<file path="src/rtl/vend_pkg.sv">
// Shared definitions for the vending sequencer and its helpers.
//   - coin values in cents (nickel/dime/quarter)
//   - coin codes carried on chg_coin
//   - sequencer FSM states
//   - product codes carried on disp_sel
package vend_pkg;

  localparam int NICKEL_VAL  = 5;
  localparam int DIME_VAL    = 10;
  localparam int QUARTER_VAL = 25;

  typedef enum logic [1:0] {
    COIN_NONE    = 2'b00,
    COIN_NICKEL  = 2'b01,
    COIN_DIME    = 2'b10,
    COIN_QUARTER = 2'b11
  } coin_code_t;

  typedef enum logic [2:0] {
    IDLE,
    DISPENSE,
    CHG_REQ,
    CHG_GAP,
    DONE
  } state_t;

  localparam logic PROD_SODA = 1'b0;
  localparam logic PROD_DIET = 1'b1;

endpackage

</file>
<file path="src/rtl/vend_sequencer_if.sv">
// Actuator handshakes of the vending sequencer.
//   disp_req/disp_sel/disp_ack : dispenser motor request, product code, done
//   chg_req/chg_coin/chg_ack   : change hopper request, coin code, coin released
// master = sequencer side (drives requests), slave = actuator driver side.
interface vend_sequencer_if;
  import vend_pkg::*;

  logic       disp_req;
  logic       disp_sel;
  logic       disp_ack;
  logic       chg_req;
  coin_code_t chg_coin;
  logic       chg_ack;

  modport master (
    output disp_req, disp_sel, chg_req, chg_coin,
    input  disp_ack, chg_ack
  );

  modport slave (
    input  disp_req, disp_sel, chg_req, chg_coin,
    output disp_ack, chg_ack
  );

endinterface

</file>
<file path="src/rtl/change_picker.sv">
// Greedy change-coin selection. Purely combinational.
//   credit : amount still owed, in cents
//   coin   : largest coin not exceeding credit (nickel when below a dime)
//   value  : value of that coin in cents
// Credit is always a multiple of 5, so the nickel fallback never overpays.
module change_picker import vend_pkg::*; #(
  parameter int CREDIT_W = 7
) (
  input  logic [CREDIT_W-1:0] credit,
  output coin_code_t          coin,
  output logic [CREDIT_W-1:0] value
);

  always_comb begin
    // NOTE: every output gets a default before any branch so no latch is inferred.
    coin  = COIN_NICKEL;
    value = CREDIT_W'(NICKEL_VAL);
    if (credit >= CREDIT_W'(QUARTER_VAL)) begin
      coin  = COIN_QUARTER;
      value = CREDIT_W'(QUARTER_VAL);
    end else if (credit >= CREDIT_W'(DIME_VAL)) begin
      coin  = COIN_DIME;
      value = CREDIT_W'(DIME_VAL);
    end
  end

endmodule

</file>
<file path="src/rtl/vend_sequencer.sv">
// Credit and dispense controller for the vending machine.
//   clk, reset_n          : clock, asynchronous active-low reset
//   nickel/dime/quarter   : one-cycle coin pulses
//   soda/diet             : product selection, sampled every cycle
//   coin_return           : refund current credit
//   hs (master)           : dispenser and change-hopper req/ack handshakes
//   credit                : current credit / remaining refund in cents
//   busy                  : high whenever not IDLE
//   coin_reject           : one-cycle pulse, coin sent to the return chute
//   vend_done             : one-cycle pulse at the end of a transaction
//   fault                 : one-cycle pulse on dispense timeout
module vend_sequencer import vend_pkg::*; #(
  parameter int PRICE        = 40,
  parameter int MAX_CREDIT   = 95,
  parameter int CREDIT_W     = 7,
  parameter int DISP_TIMEOUT = 255
) (
  input  logic                clk,
  input  logic                reset_n,
  input  logic                nickel,
  input  logic                dime,
  input  logic                quarter,
  input  logic                soda,
  input  logic                diet,
  input  logic                coin_return,
  vend_sequencer_if.master    hs,
  output logic [CREDIT_W-1:0] credit,
  output logic                busy,
  output logic                coin_reject,
  output logic                vend_done,
  output logic                fault
);

  localparam int TMO_W = $clog2(DISP_TIMEOUT + 1);

  state_t              state_q, state_d;
  logic [CREDIT_W-1:0] credit_q, credit_d;
  logic [TMO_W-1:0]    tmo_q, tmo_d;
  logic                sel_q, sel_d;
  logic                reject_q, reject_d;
  logic                fault_q, fault_d;

  // Coin decode: only a lone pulse can be credited.
  logic [1:0]          coin_cnt;
  logic [CREDIT_W-1:0] coin_val;
  logic [CREDIT_W-1:0] coin_add;
  logic [CREDIT_W:0]   credit_plus;
  logic                coin_accept;
  logic                sel_valid;

  coin_code_t          pick_coin;
  logic [CREDIT_W-1:0] pick_val;

  assign coin_cnt = 2'(nickel) + 2'(dime) + 2'(quarter);

  always_comb begin
    coin_val = '0;
    if (nickel)  coin_val = CREDIT_W'(NICKEL_VAL);
    if (dime)    coin_val = CREDIT_W'(DIME_VAL);
    if (quarter) coin_val = CREDIT_W'(QUARTER_VAL);
  end

  // One extra bit so the range check cannot wrap.
  assign credit_plus = {1'b0, credit_q} + {1'b0, coin_val};
  assign coin_accept = (state_q == IDLE) && (coin_cnt == 2'd1) &&
                       (credit_plus <= (CREDIT_W+1)'(MAX_CREDIT));
  assign coin_add    = coin_accept ? coin_val : '0;

  // Selection looks at credit before this cycle's coin lands.
  assign sel_valid = (soda ^ diet) && (credit_q >= CREDIT_W'(PRICE));

  change_picker #(.CREDIT_W(CREDIT_W)) u_picker (
    .credit (credit_q),
    .coin   (pick_coin),
    .value  (pick_val)
  );

  always_ff @(posedge clk or negedge reset_n) begin
    if (!reset_n) begin
      state_q  <= IDLE;
      credit_q <= '0;
      tmo_q    <= '0;
      sel_q    <= PROD_SODA;
      reject_q <= 1'b0;
      fault_q  <= 1'b0;
    end else begin
      // NOTE: sequential state uses non-blocking assignment so every flop samples pre-edge values.
      state_q  <= state_d;
      credit_q <= credit_d;
      tmo_q    <= tmo_d;
      sel_q    <= sel_d;
      reject_q <= reject_d;
      fault_q  <= fault_d;
    end
  end

  always_comb begin
    state_d  = state_q;
    credit_d = credit_q;
    tmo_d    = tmo_q;
    sel_d    = sel_q;
    fault_d  = 1'b0;
    // Any coin that is not credited goes back to the customer, in any state.
    reject_d = (coin_cnt != 2'd0) && !coin_accept;

    unique case (state_q)
      IDLE: begin
        tmo_d    = '0;
        credit_d = credit_q + coin_add;
        if (sel_valid) begin
          sel_d    = diet ? PROD_DIET : PROD_SODA;
          credit_d = credit_q + coin_add - CREDIT_W'(PRICE);
          state_d  = DISPENSE;
        end else if (coin_return && (credit_q != '0)) begin
          state_d = CHG_REQ;
        end
      end

      DISPENSE: begin
        // tmo_q counts completed DISPENSE cycles; the fault fires at the end
        // of cycle number DISP_TIMEOUT. An ack in that same cycle wins.
        tmo_d = tmo_q + TMO_W'(1);
        if (hs.disp_ack) begin
          state_d = (credit_q != '0) ? CHG_REQ : DONE;
        end else if (tmo_q == TMO_W'(DISP_TIMEOUT - 1)) begin
          fault_d  = 1'b1;
          credit_d = credit_q + CREDIT_W'(PRICE);
          state_d  = CHG_REQ;
        end
      end

      CHG_REQ: begin
        // Credit is frozen here, so the picked coin stays stable until ack.
        if (hs.chg_ack) begin
          credit_d = credit_q - pick_val;
          state_d  = CHG_GAP;
        end
      end

      CHG_GAP: begin
        state_d = (credit_q != '0) ? CHG_REQ : DONE;
      end

      DONE: begin
        state_d = IDLE;
      end

      default: begin
        state_d = IDLE;
      end
    endcase
  end

  // Outputs decode from registered state only, so reset clears them at once.
  assign hs.disp_req = (state_q == DISPENSE);
  assign hs.disp_sel = (state_q == DISPENSE) ? sel_q : 1'b0;
  assign hs.chg_req  = (state_q == CHG_REQ);
  assign hs.chg_coin = (state_q == CHG_REQ) ? pick_coin : COIN_NONE;

  assign credit      = credit_q;
  assign busy        = (state_q != IDLE);
  assign coin_reject = reject_q;
  assign vend_done   = (state_q == DONE);
  assign fault       = fault_q;

endmodule
</file>
<file path="src/flat_wrapper.sv">
// flat-port wrapper written by rule: the top's interface ports become plain ports
module vend_sequencer_flat import vend_pkg::*;
#(
  parameter int PRICE        = 40,
  parameter int MAX_CREDIT   = 95,
  parameter int CREDIT_W     = 7,
  parameter int DISP_TIMEOUT = 255
)
  (clk, reset_n, nickel, dime, quarter, soda, diet, coin_return, credit, busy, coin_reject, vend_done, fault, hs_disp_req, hs_disp_sel, hs_chg_req, hs_chg_coin, hs_disp_ack, hs_chg_ack);
  vend_sequencer_if hs_i ();
  input  logic clk;
  input  logic reset_n;
  input  logic nickel;
  input  logic dime;
  input  logic quarter;
  input  logic soda;
  input  logic diet;
  input  logic coin_return;
  output logic [CREDIT_W-1:0] credit;
  output logic busy;
  output logic coin_reject;
  output logic vend_done;
  output logic fault;
  output wire logic [$bits(hs_i.disp_req)-1:0] hs_disp_req;
  output wire logic [$bits(hs_i.disp_sel)-1:0] hs_disp_sel;
  output wire logic [$bits(hs_i.chg_req)-1:0] hs_chg_req;
  output wire logic [$bits(hs_i.chg_coin)-1:0] hs_chg_coin;
  input wire logic [$bits(hs_i.disp_ack)-1:0] hs_disp_ack;
  input wire logic [$bits(hs_i.chg_ack)-1:0] hs_chg_ack;
  assign hs_disp_req = hs_i.disp_req;
  assign hs_disp_sel = hs_i.disp_sel;
  assign hs_chg_req = hs_i.chg_req;
  assign hs_chg_coin = hs_i.chg_coin;
  assign hs_i.disp_ack = hs_disp_ack;
  assign hs_i.chg_ack = hs_chg_ack;
  vend_sequencer #(.PRICE(PRICE), .MAX_CREDIT(MAX_CREDIT), .CREDIT_W(CREDIT_W), .DISP_TIMEOUT(DISP_TIMEOUT)) u_core (.clk(clk), .reset_n(reset_n), .nickel(nickel), .dime(dime), .quarter(quarter), .soda(soda), .diet(diet), .coin_return(coin_return), .hs(hs_i), .credit(credit), .busy(busy), .coin_reject(coin_reject), .vend_done(vend_done), .fault(fault));
endmodule
</file>
<file path="config.mk">
export PLATFORM = sky130hd
export DESIGN_NAME = vend_sequencer_flat
export DESIGN_NICKNAME = d
export VERILOG_FILES = /design/src/rtl/vend_pkg.sv /design/src/rtl/vend_sequencer_if.sv /design/src/rtl/change_picker.sv /design/src/rtl/vend_sequencer.sv /design/src/flat_wrapper.sv
export SDC_FILE = /design/constraint.sdc
export NUM_CORES = 1
export LEC_CHECK = 0
export CAP_MARGIN = 20
export CORE_UTILIZATION = 25
export DETAILED_ROUTE_END_ITERATION = 8
export GPL_TIMING_DRIVEN = 0
export PLACE_DENSITY = 0.49
export SLEW_MARGIN = 20
export SYNTH_ARGS = -nofsm -noshare
export SYNTH_HDL_FRONTEND = slang
export SYNTH_HIERARCHICAL = 1
export SYNTH_SLANG_ARGS = --single-unit
export TNS_END_PERCENT = 1
</file>
<file path="constraint.sdc">
create_clock -name clk -period 11.7 [get_ports clk]
set_input_delay 2.34 -clock clk [delete_from_list [all_inputs] [get_ports clk]]
set_output_delay 2.34 -clock clk [all_outputs]
set_load 0.02 [all_outputs]
</file>
[Word-level counts from Yosys, hierarchy flattened]
Cells that the tools add are included.
Storage, ports and cells
  flip-flop bits (word level): 21
  word-level logic and storage cells: 72
Operators by class
  $add $sub $neg: 8
  $lt $le $gt $ge: 4
  eq/ne operators: 11
  multiplexer cells: 27
  bitwise logic cells: 1
  reduce and logical (&&, ||, !) cells: 15
Operator list (number)
  $mux 7: 7
  $mux 3: 7
  $pmux 7 s3: 1
  $pmux 8 s2: 1
  $pmux 3 s4: 1
  $add 7x7->8: 1
  $add 8x1->8 const B: 1
  $eq 8x8->1 const B: 1
  $le 8x7->1 const B: 1
  $add 7x6->7 const B: 1
  $add 7x7->7: 1
  $ge 7x4->1 const B: 1
  $ge 7x5->1 const B: 1
  $ge 7x6->1 const B: 1
  $reduce_bool 7->1: 1
  $sub 7x5->7: 1
  $sub 7x6->7 const B: 1
  $eq 3x2->1 const B: 2
  $mux 2: 3
  $reduce_bool 3->1: 2
  $logic_and 1x1->1: 5
  $mux 1: 5
  $mux 5: 1
  $mux 4: 1
  16 further kinds: 18

[Depth between registers and ports, before layout]
Gate-level depths: netlist of the first run.
  depth after elaboration: 11
  depth in mapped cells: 21

[Hierarchy]
The synthesis of the first run kept the hierarchy.
By module, submodules not included
  vend_sequencer: instances 1, cells each 255, area each 2192.1 µm², seq. area each 525.5 µm²
  change_picker: instances 1, cells each 14, area each 105.1 µm², seq. area each 0.0 µm²

[Least setup slack after synthesis of the first run]
OpenSTA, ideal clock, no wires.
  kind: input port to flip-flop
  from: in nickel
  to: reg u_core.credit_q[5] (netlist: u_core/credit[5])
  library setup time: 0.136 ns
  arrival time: 5.581 ns
  required time: 11.564 ns
  path slack: 5.982 ns
  stages: 20
  cells stage by stage: inv_1 > o21ai_0 > ha_1 > fa_1 > a41o_1 > o211ai_1 > o2111a_1 > and2_1 > ha_1 > inv_1 > fa_1 > nor2b_1 > o21ai_0 > or2b_2 > xnor2_1 > ha_1 > nor2_1 > xnor3_1 > nand2_1 > o311ai_1
On the way
  word-level cells in the longest chain between the ends: 11
  elaborated cells on any way between the ends: 15
  classes of those cells: add/sub (5); order compare (1); eq/ne (1); mux (6); reduce/logical (2)
Ends and longest elaborated chain
  from (decl): line flat_wrapper.sv:13  | input logic nickel;
  $mux 3: line vend_sequencer.sv:58  | if (nickel) coin_val = CREDIT_W'(NICKEL_VAL);
  $mux 7: line vend_sequencer.sv:59  | if (dime) coin_val = CREDIT_W'(DIME_VAL);
  $mux 7: line vend_sequencer.sv:60  | if (quarter) coin_val = CREDIT_W'(QUARTER_VAL);
  $add 7x7->8: line vend_sequencer.sv:64  | assign credit_plus = {1'b0, credit_q} + {1'b0, coin_val};
  $le 8x7->1: line vend_sequencer.sv:66  | (credit_plus <= (CREDIT_W+1)'(MAX_CREDIT));
  $logic_and 1x1->1: line vend_sequencer.sv:65  | assign coin_accept = (state_q == IDLE) && (coin_cnt == 2'd1) &&
  $mux 7 (*): line vend_sequencer.sv:67  | assign coin_add = coin_accept ? coin_val : '0;
  $add 7x7->7 (*): line vend_sequencer.sv:109, vend_sequencer.sv:112
  $sub 7x6->7: line vend_sequencer.sv:112  | credit_d = credit_q + coin_add - CREDIT_W'(PRICE);
  $mux 7 (*): line vend_sequencer.sv:110  | if (sel_valid) begin
  $pmux 7 s3 (*): line vend_sequencer.sv:106  | unique case (state_q)
  to (signal assigned): line vend_sequencer.sv:89  | credit_q <= credit_d;
  to (decl): line vend_sequencer.sv:37  | logic [CREDIT_W-1:0] credit_q, credit_d;
Mark *: on every way between the ends. The rest lies on a longest branch, timed or not.
A chain may end at the register's enable or synchronous reset.

[Final worst setup path of the first run]
  from: in dime
  to: reg u_core.credit_q[4] (netlist: u_core/credit[4])
On the way
  word-level cells in the longest chain between the ends: 10
  elaborated cells on any way between the ends: 14
  classes of those cells: add/sub (5); order compare (1); eq/ne (1); mux (5); reduce/logical (2)
Ends and longest elaborated chain
  from (decl): line flat_wrapper.sv:14  | input logic dime;
  $mux 7 or $add 1x1->2 (tied branches): line vend_sequencer.sv:59, vend_sequencer.sv:54
  $mux 7 or $add 2x1->2 (tied branches): line vend_sequencer.sv:60, vend_sequencer.sv:54
  $add 7x7->8 or $eq 2x1->1 (tied branches): line vend_sequencer.sv:64, vend_sequencer.sv:65
  $le 8x7->1 or $logic_and 1x1->1 (tied branches): line vend_sequencer.sv:66, vend_sequencer.sv:65
  $logic_and 1x1->1: line vend_sequencer.sv:65
  $mux 7 (*): line vend_sequencer.sv:67
  $add 7x7->7 (*): line vend_sequencer.sv:109, vend_sequencer.sv:112
  $sub 7x6->7: line vend_sequencer.sv:112
  $mux 7 (*): line vend_sequencer.sv:110
  $pmux 7 s3 (*): line vend_sequencer.sv:106
Marks and branches as above.

==> results of run 1 <==
## worst register-to-register path: cells and delay by family (launching register included)
kind	cells	cell delay, ns
adders and majority gates	4	1.17
muxes	1	0.07
DFF	1	0.65
xor gates and xnor gates	1	0.09
AOI/OAI and AO/OA	7	1.57
and+or+nand+nor	3	0.55
buffers and inverters	1	0.06
## power by group
group	switching [mW]	internal, mW	total [mW]
combinational	0.215	0.196	0.412
clock	0.0244	0.0237	0.0482
sequential	0.0506	0.0926	0.143
total	0.290	0.313	0.603
## cell usage in the layout, fill, tap and decap left out, types with 5 or more instances in the layout
cell type	instances
sky130_fd_sc_hd__nor2_1	17
sky130_fd_sc_hd__a211oi_1	6
sky130_fd_sc_hd__a21oi_1	14
sky130_fd_sc_hd__ha_1	21
sky130_fd_sc_hd__a22o_1	6
sky130_fd_sc_hd__o21ai_0	14
sky130_fd_sc_hd__nor3_1	6
sky130_fd_sc_hd__nand2_1	27
sky130_fd_sc_hd__inv_1	23
sky130_fd_sc_hd__clkdlybuf4s50_1	24
sky130_fd_sc_hd__dfrtp_1	21
sky130_fd_sc_hd__nand3_1	6
sky130_fd_sc_hd__clkbuf_1	5
sky130_fd_sc_hd__and3_1	5
## final cells by class
class | instances | area share
multi-input combinational | 214 | 0.586
sequential | 21 | 0.193
timing repair buffer | 25 | 0.0899
tap | 108 | 0.0495
inverter | 24 | 0.0330
buffer | 11 | 0.0317
clock buffer | 3 | 0.0151
clock inverter | 1 | 0.00183
## synthesized netlist by cell type, drive strengths merged, types with 3 or more instances
library cell,instances,area [µm²]
a211o,4,36.3
a211oi,7,57.6
a21o,3,22.5
a21oi,14,70.1
a22o,6,52.6
a31oi,3,33.8
and2,4,25.0
and3,6,38.8
buf,5,35.0
clkbuf,5,18.8
dfrtp,21,526
fa,4,80.1
ha,21,263
inv,24,90.1
nand2,27,101
nand2b,3,18.8
nand3,6,30.0
nand3b,3,22.5
nor2,17,63.8
nor2b,3,18.8
nor3,6,30.0
o2111a,3,33.8
o211ai,3,22.5
o21a,5,38.8
o21ai,16,83.8
o311ai,5,51.3
o31ai,3,36.3
or2,3,18.8
xnor2,3,26.3
xor2,3,33.8
## flip-flops by register name (all words and copies together), names as in the netlist
name	cells
u_core/sel_q	1
u_core/state_q	3
u_core/credit	7
u_core/fault	1
u_core/tmo_q	8
u_core/coin_reject	1
## worst paths after layout
kind                                         startpoint                            end  slack [ns]  cells after the start
setup / recovery                                   dime   u_core/credit[4]$_DFFE_PN0P_        5.19                     20
hold / removal                 u_core/sel_q$_DFFE_PN0P_       u_core/sel_q$_DFFE_PN0P_        0.51                      1
setup reg to reg           u_core/credit[1]$_DFFE_PN0P_   u_core/credit[4]$_DFFE_PN0P_        7.41                     17
hold reg to reg                u_core/sel_q$_DFFE_PN0P_       u_core/sel_q$_DFFE_PN0P_        0.51                      1
max in group asynchronous                       reset_n    u_core/tmo_q[0]$_DFFE_PN0P_        9.32                      1
min in group asynchronous                       reset_n  u_core/state_q[1]$_DFFE_PN0P_        2.04                      1
## metrics by stage
stage / area, µm² / power, mW / utilization / cells
2_1_floorplan: 2300 / 0.435 / - / 270
3_3_place_gp: 2690 / 0.555 / 0.305 / 403
3_5_place_dp: 2690 / 0.557 / 0.305 / 403
4_1_cts: 2730 / 0.610 / 0.310 / 407
5_1_grt: 2730 / 0.666 / 0.310 / 407
6_report: 2730 / 0.603 / 0.310 / 407
## metal layers
layer / wire length [µm] / vias to the layer above / share of wire / global-route usage
li1: - / 1046 / - / -
met1: 3000 / 996 / 0.50 / 0.184
met2: 2770 / 37 / 0.46 / 0.221
met3: 194 / 4 / 0.032 / 0.0143
met4: 47 / 0 / 0.0078 / 0.0198
met5: 0 / - / 0 / 0
## cells by family after synthesis
family,count (synthesis),share of synthesized area
and+or+nand+nor,91,0.202
AOI/OAI and AO/OA,85,0.285
buffers and inverters,35,0.0768
adders and majority gates,25,0.149
DFF,21,0.229
xor gates and xnor gates,7,0.0360
muxes,4,0.0202
other,1,0.00163
==> metrics.txt, run 1 <==
# TYPE chip_impl_metric gauge
chip_impl_metric{name="totalNegativeSetupSlack",unit="ns"} 0
chip_impl_metric{name="period_minus_slack",unit="ns"} 6.51
chip_impl_metric{name="preCtsSetupSlack",unit="ns"} 4.95
chip_impl_metric{name="timing.hold.ws",unit="ns"} 0.508
chip_impl_metric{name="core",unit="mm²"} 0.00881
chip_impl_metric{name="ioPinCount",unit=""} 26
chip_impl_metric{name="yosysWarnings",unit=""} 6
chip_impl_metric{name="nNetsFinal",unit=""} 335
chip_impl_metric{name="die-area",unit="mm²"} 0.00958
chip_impl_metric{name="worstMarginPinSlew",unit="ns"} 0.589
chip_impl_metric{name="clock-sinks",unit=""} 21
chip_impl_metric{name="fillCellCount",unit=""} 935
chip_impl_metric{name="drive_above_1_share",unit=""} 0.0970
chip_impl_metric{name="num_antenna_cells",unit=""} 0
chip_impl_metric{name="netlist_area",unit="mm²"} 0.00230
chip_impl_metric{name="slew_headroom",unit=""} 0.607
chip_impl_metric{name="grt_pass1_vias",unit=""} 2061
chip_impl_metric{name="final.setup.worst_slack",unit="ns"} 5.19
chip_impl_metric{name="number_of_hold_violations_in_the_final_report",unit=""} 0
chip_impl_metric{name="cpPeakStageDelay",unit="ns"} 0.50
chip_impl_metric{name="drc",unit=""} 1
chip_impl_info{name="cts_tree",value="built"} 1
chip_impl_metric{name="dieHeight",unit="µm"} 97.9
chip_impl_info{name="holdCritPathClass",value="reg -> reg"} 1
chip_impl_info{name="status",value="finished, violations left"} 1
chip_impl_metric{name="drtIter0Drc",unit=""} 71
chip_impl_info{name="ys.flop_type",value="sky130_fd_sc_hd__dfrtp_1"} 1
chip_impl_metric{name="final-max-slew-violation-count",unit=""} 0
chip_impl_metric{name="clock_latency_of_the_later_clocked_register_in_the_worst_skew_pair",unit="ns"} 0.26
chip_impl_info{name="timing.critical_path.slowest_stage_cell",value="sky130_fd_sc_hd__clkdlybuf4s50_1"} 1
chip_impl_info{name="crit_top_cell",value="sky130_fd_sc_hd__ha_1"} 1
chip_impl_metric{name="synth-seq-cells",unit=""} 21
chip_impl_metric{name="synth-seq-area-share",unit=""} 0.229
chip_impl_info{name="critPathLaunchType",value="input port"} 1
chip_impl_metric{name="multiInputGateArea",unit="mm²"} 0.00160
chip_impl_metric{name="grt.overflow.total",unit=""} 0
chip_impl_metric{name="grt_max_degree",unit=""} 22
chip_impl_info{name="violated_checks",value="design-rule violations"} 1
chip_impl_metric{name="regArea",unit="µm²"} 526
chip_impl_metric{name="cp_max_fo",unit=""} 6
chip_impl_info{name="critical_path.endpoint_type",value="register"} 1
chip_impl_metric{name="grt_antenna_before_repair",unit=""} 0
chip_impl_metric{name="drt_pre_antenna_iters",unit=""} 6
chip_impl_metric{name="worst_ir_drop_vdd",unit="mV"} 0.148
chip_impl_metric{name="finalWirelength",unit="mm"} 6.01
chip_impl_metric{name="syn_avg_cell_area",unit="µm²"} 8.54
chip_impl_metric{name="synth_async_sr_flop_share",unit=""} 1.00
chip_impl_metric{name="synth-edff-count",unit=""} 0
chip_impl_metric{name="start_util",unit=""} 0.261
chip_impl_metric{name="antenna_violating_nets_post_route",unit=""} 0
chip_impl_info{name="top_family_by_delay_on_critical_path",value="compound AO/OA/AOI/OAI gates"} 1
chip_impl_metric{name="port_buffers",unit=""} 25
chip_impl_metric{name="power_density",unit="mW/mm²"} 221
chip_impl_metric{name="worst-endpoint-arrival",unit="ns"} 6.64
chip_impl_metric{name="synth_cell_type_count",unit=""} 72
chip_impl_metric{name="area_delta_synth_final",unit="%"} 18.7
chip_impl_metric{name="tritoncts.num_buffers",unit=""} 3
chip_impl_metric{name="clk_pin_slew_worst_paths",unit="ns"} 0.08
chip_impl_info{name="clock_tree.root_cell",value="sky130_fd_sc_hd__clkbuf_8"} 1
chip_impl_metric{name="critical_path.n_buffers_inverters",unit=""} 3
chip_impl_metric{name="grt_use_total",unit=""} 0.131
chip_impl_metric{name="mean_number_of_vias_per_cell",unit=""} 5.12
chip_impl_metric{name="route.detailed.wl_per_inst",unit="µm"} 14.8
chip_impl_metric{name="hpwlAfterDp",unit="mm"} 4.65
chip_impl_metric{name="max_cap_viol_count",unit=""} 0
chip_impl_metric{name="finalCritPeriodShare",unit=""} 0.556
chip_impl_metric{name="globalplace.congestion",unit=""} 0.824
chip_impl_metric{name="detailroute.via_count",unit=""} 2083
chip_impl_metric{name="cts_repair_resize_count",unit=""} 0
chip_impl_metric{name="cellLeakagePower",unit="nW"} 1.20
chip_impl_metric{name="dieWidth",unit="µm"} 97.9
chip_impl_metric{name="timing.clock.skew",unit="ns"} 0.00466
chip_impl_metric{name="netlist_instances",unit=""} 269
chip_impl_metric{name="clock_tree.htree_level_count",unit=""} 1
chip_impl_metric{name="number_of_cell_rows",unit=""} 34
chip_impl_metric{name="worst-endpoint-required",unit="ns"} 11.83
chip_impl_metric{name="grt_pass1_wl",unit="mm"} 10.2
chip_impl_metric{name="post_cts_hold_buffer_count",unit=""} 0
chip_impl_info{name="cp_cell_sequence",value="clkdlybuf4s50_1, inv_1, nor2_1, ha_1, a211oi_1, a21oi_1, o211ai_1, o2111a_1, and2_1, ha_1, inv_1, fa_1, nor2b_1, o21ai_0, or2b_2, xnor2_1, ha_1, mux2i_1, a2111oi_0, a21oi_1"} 1
chip_impl_metric{name="achievable-frequency",unit="MHz"} 154
chip_impl_info{name="rsz_0062_raised_after_global_routing",value="false"} 1
chip_impl_metric{name="ctsLongestPathBuffers",unit=""} 2
chip_impl_info{name="critical_path_class",value="in -> reg"} 1
chip_impl_metric{name="post-cts-setup-buffer-count",unit=""} 0
chip_impl_metric{name="setup_viol",unit=""} 0
(Power assumes the default switching activity.)
==> run 2, diff against run 1 <==
clock period = 6.75 ns   (was 11.7 ns; I/O delays follow)
==> results of run 2 <==
The final DEF is identical to that of run 1. Status: finished, violations left: design-rule violations.
Among the figures that moved: setup slack after placement 4.95 ns -> 0.991 ns; setup slack after layout 5.19 ns -> 1.23 ns; register-to-register setup slack 7.41 ns -> 2.46 ns; total power 0.603 mW -> 1.05 mW; worst IR drop on VDD 0.148 mV -> 0.256 mV
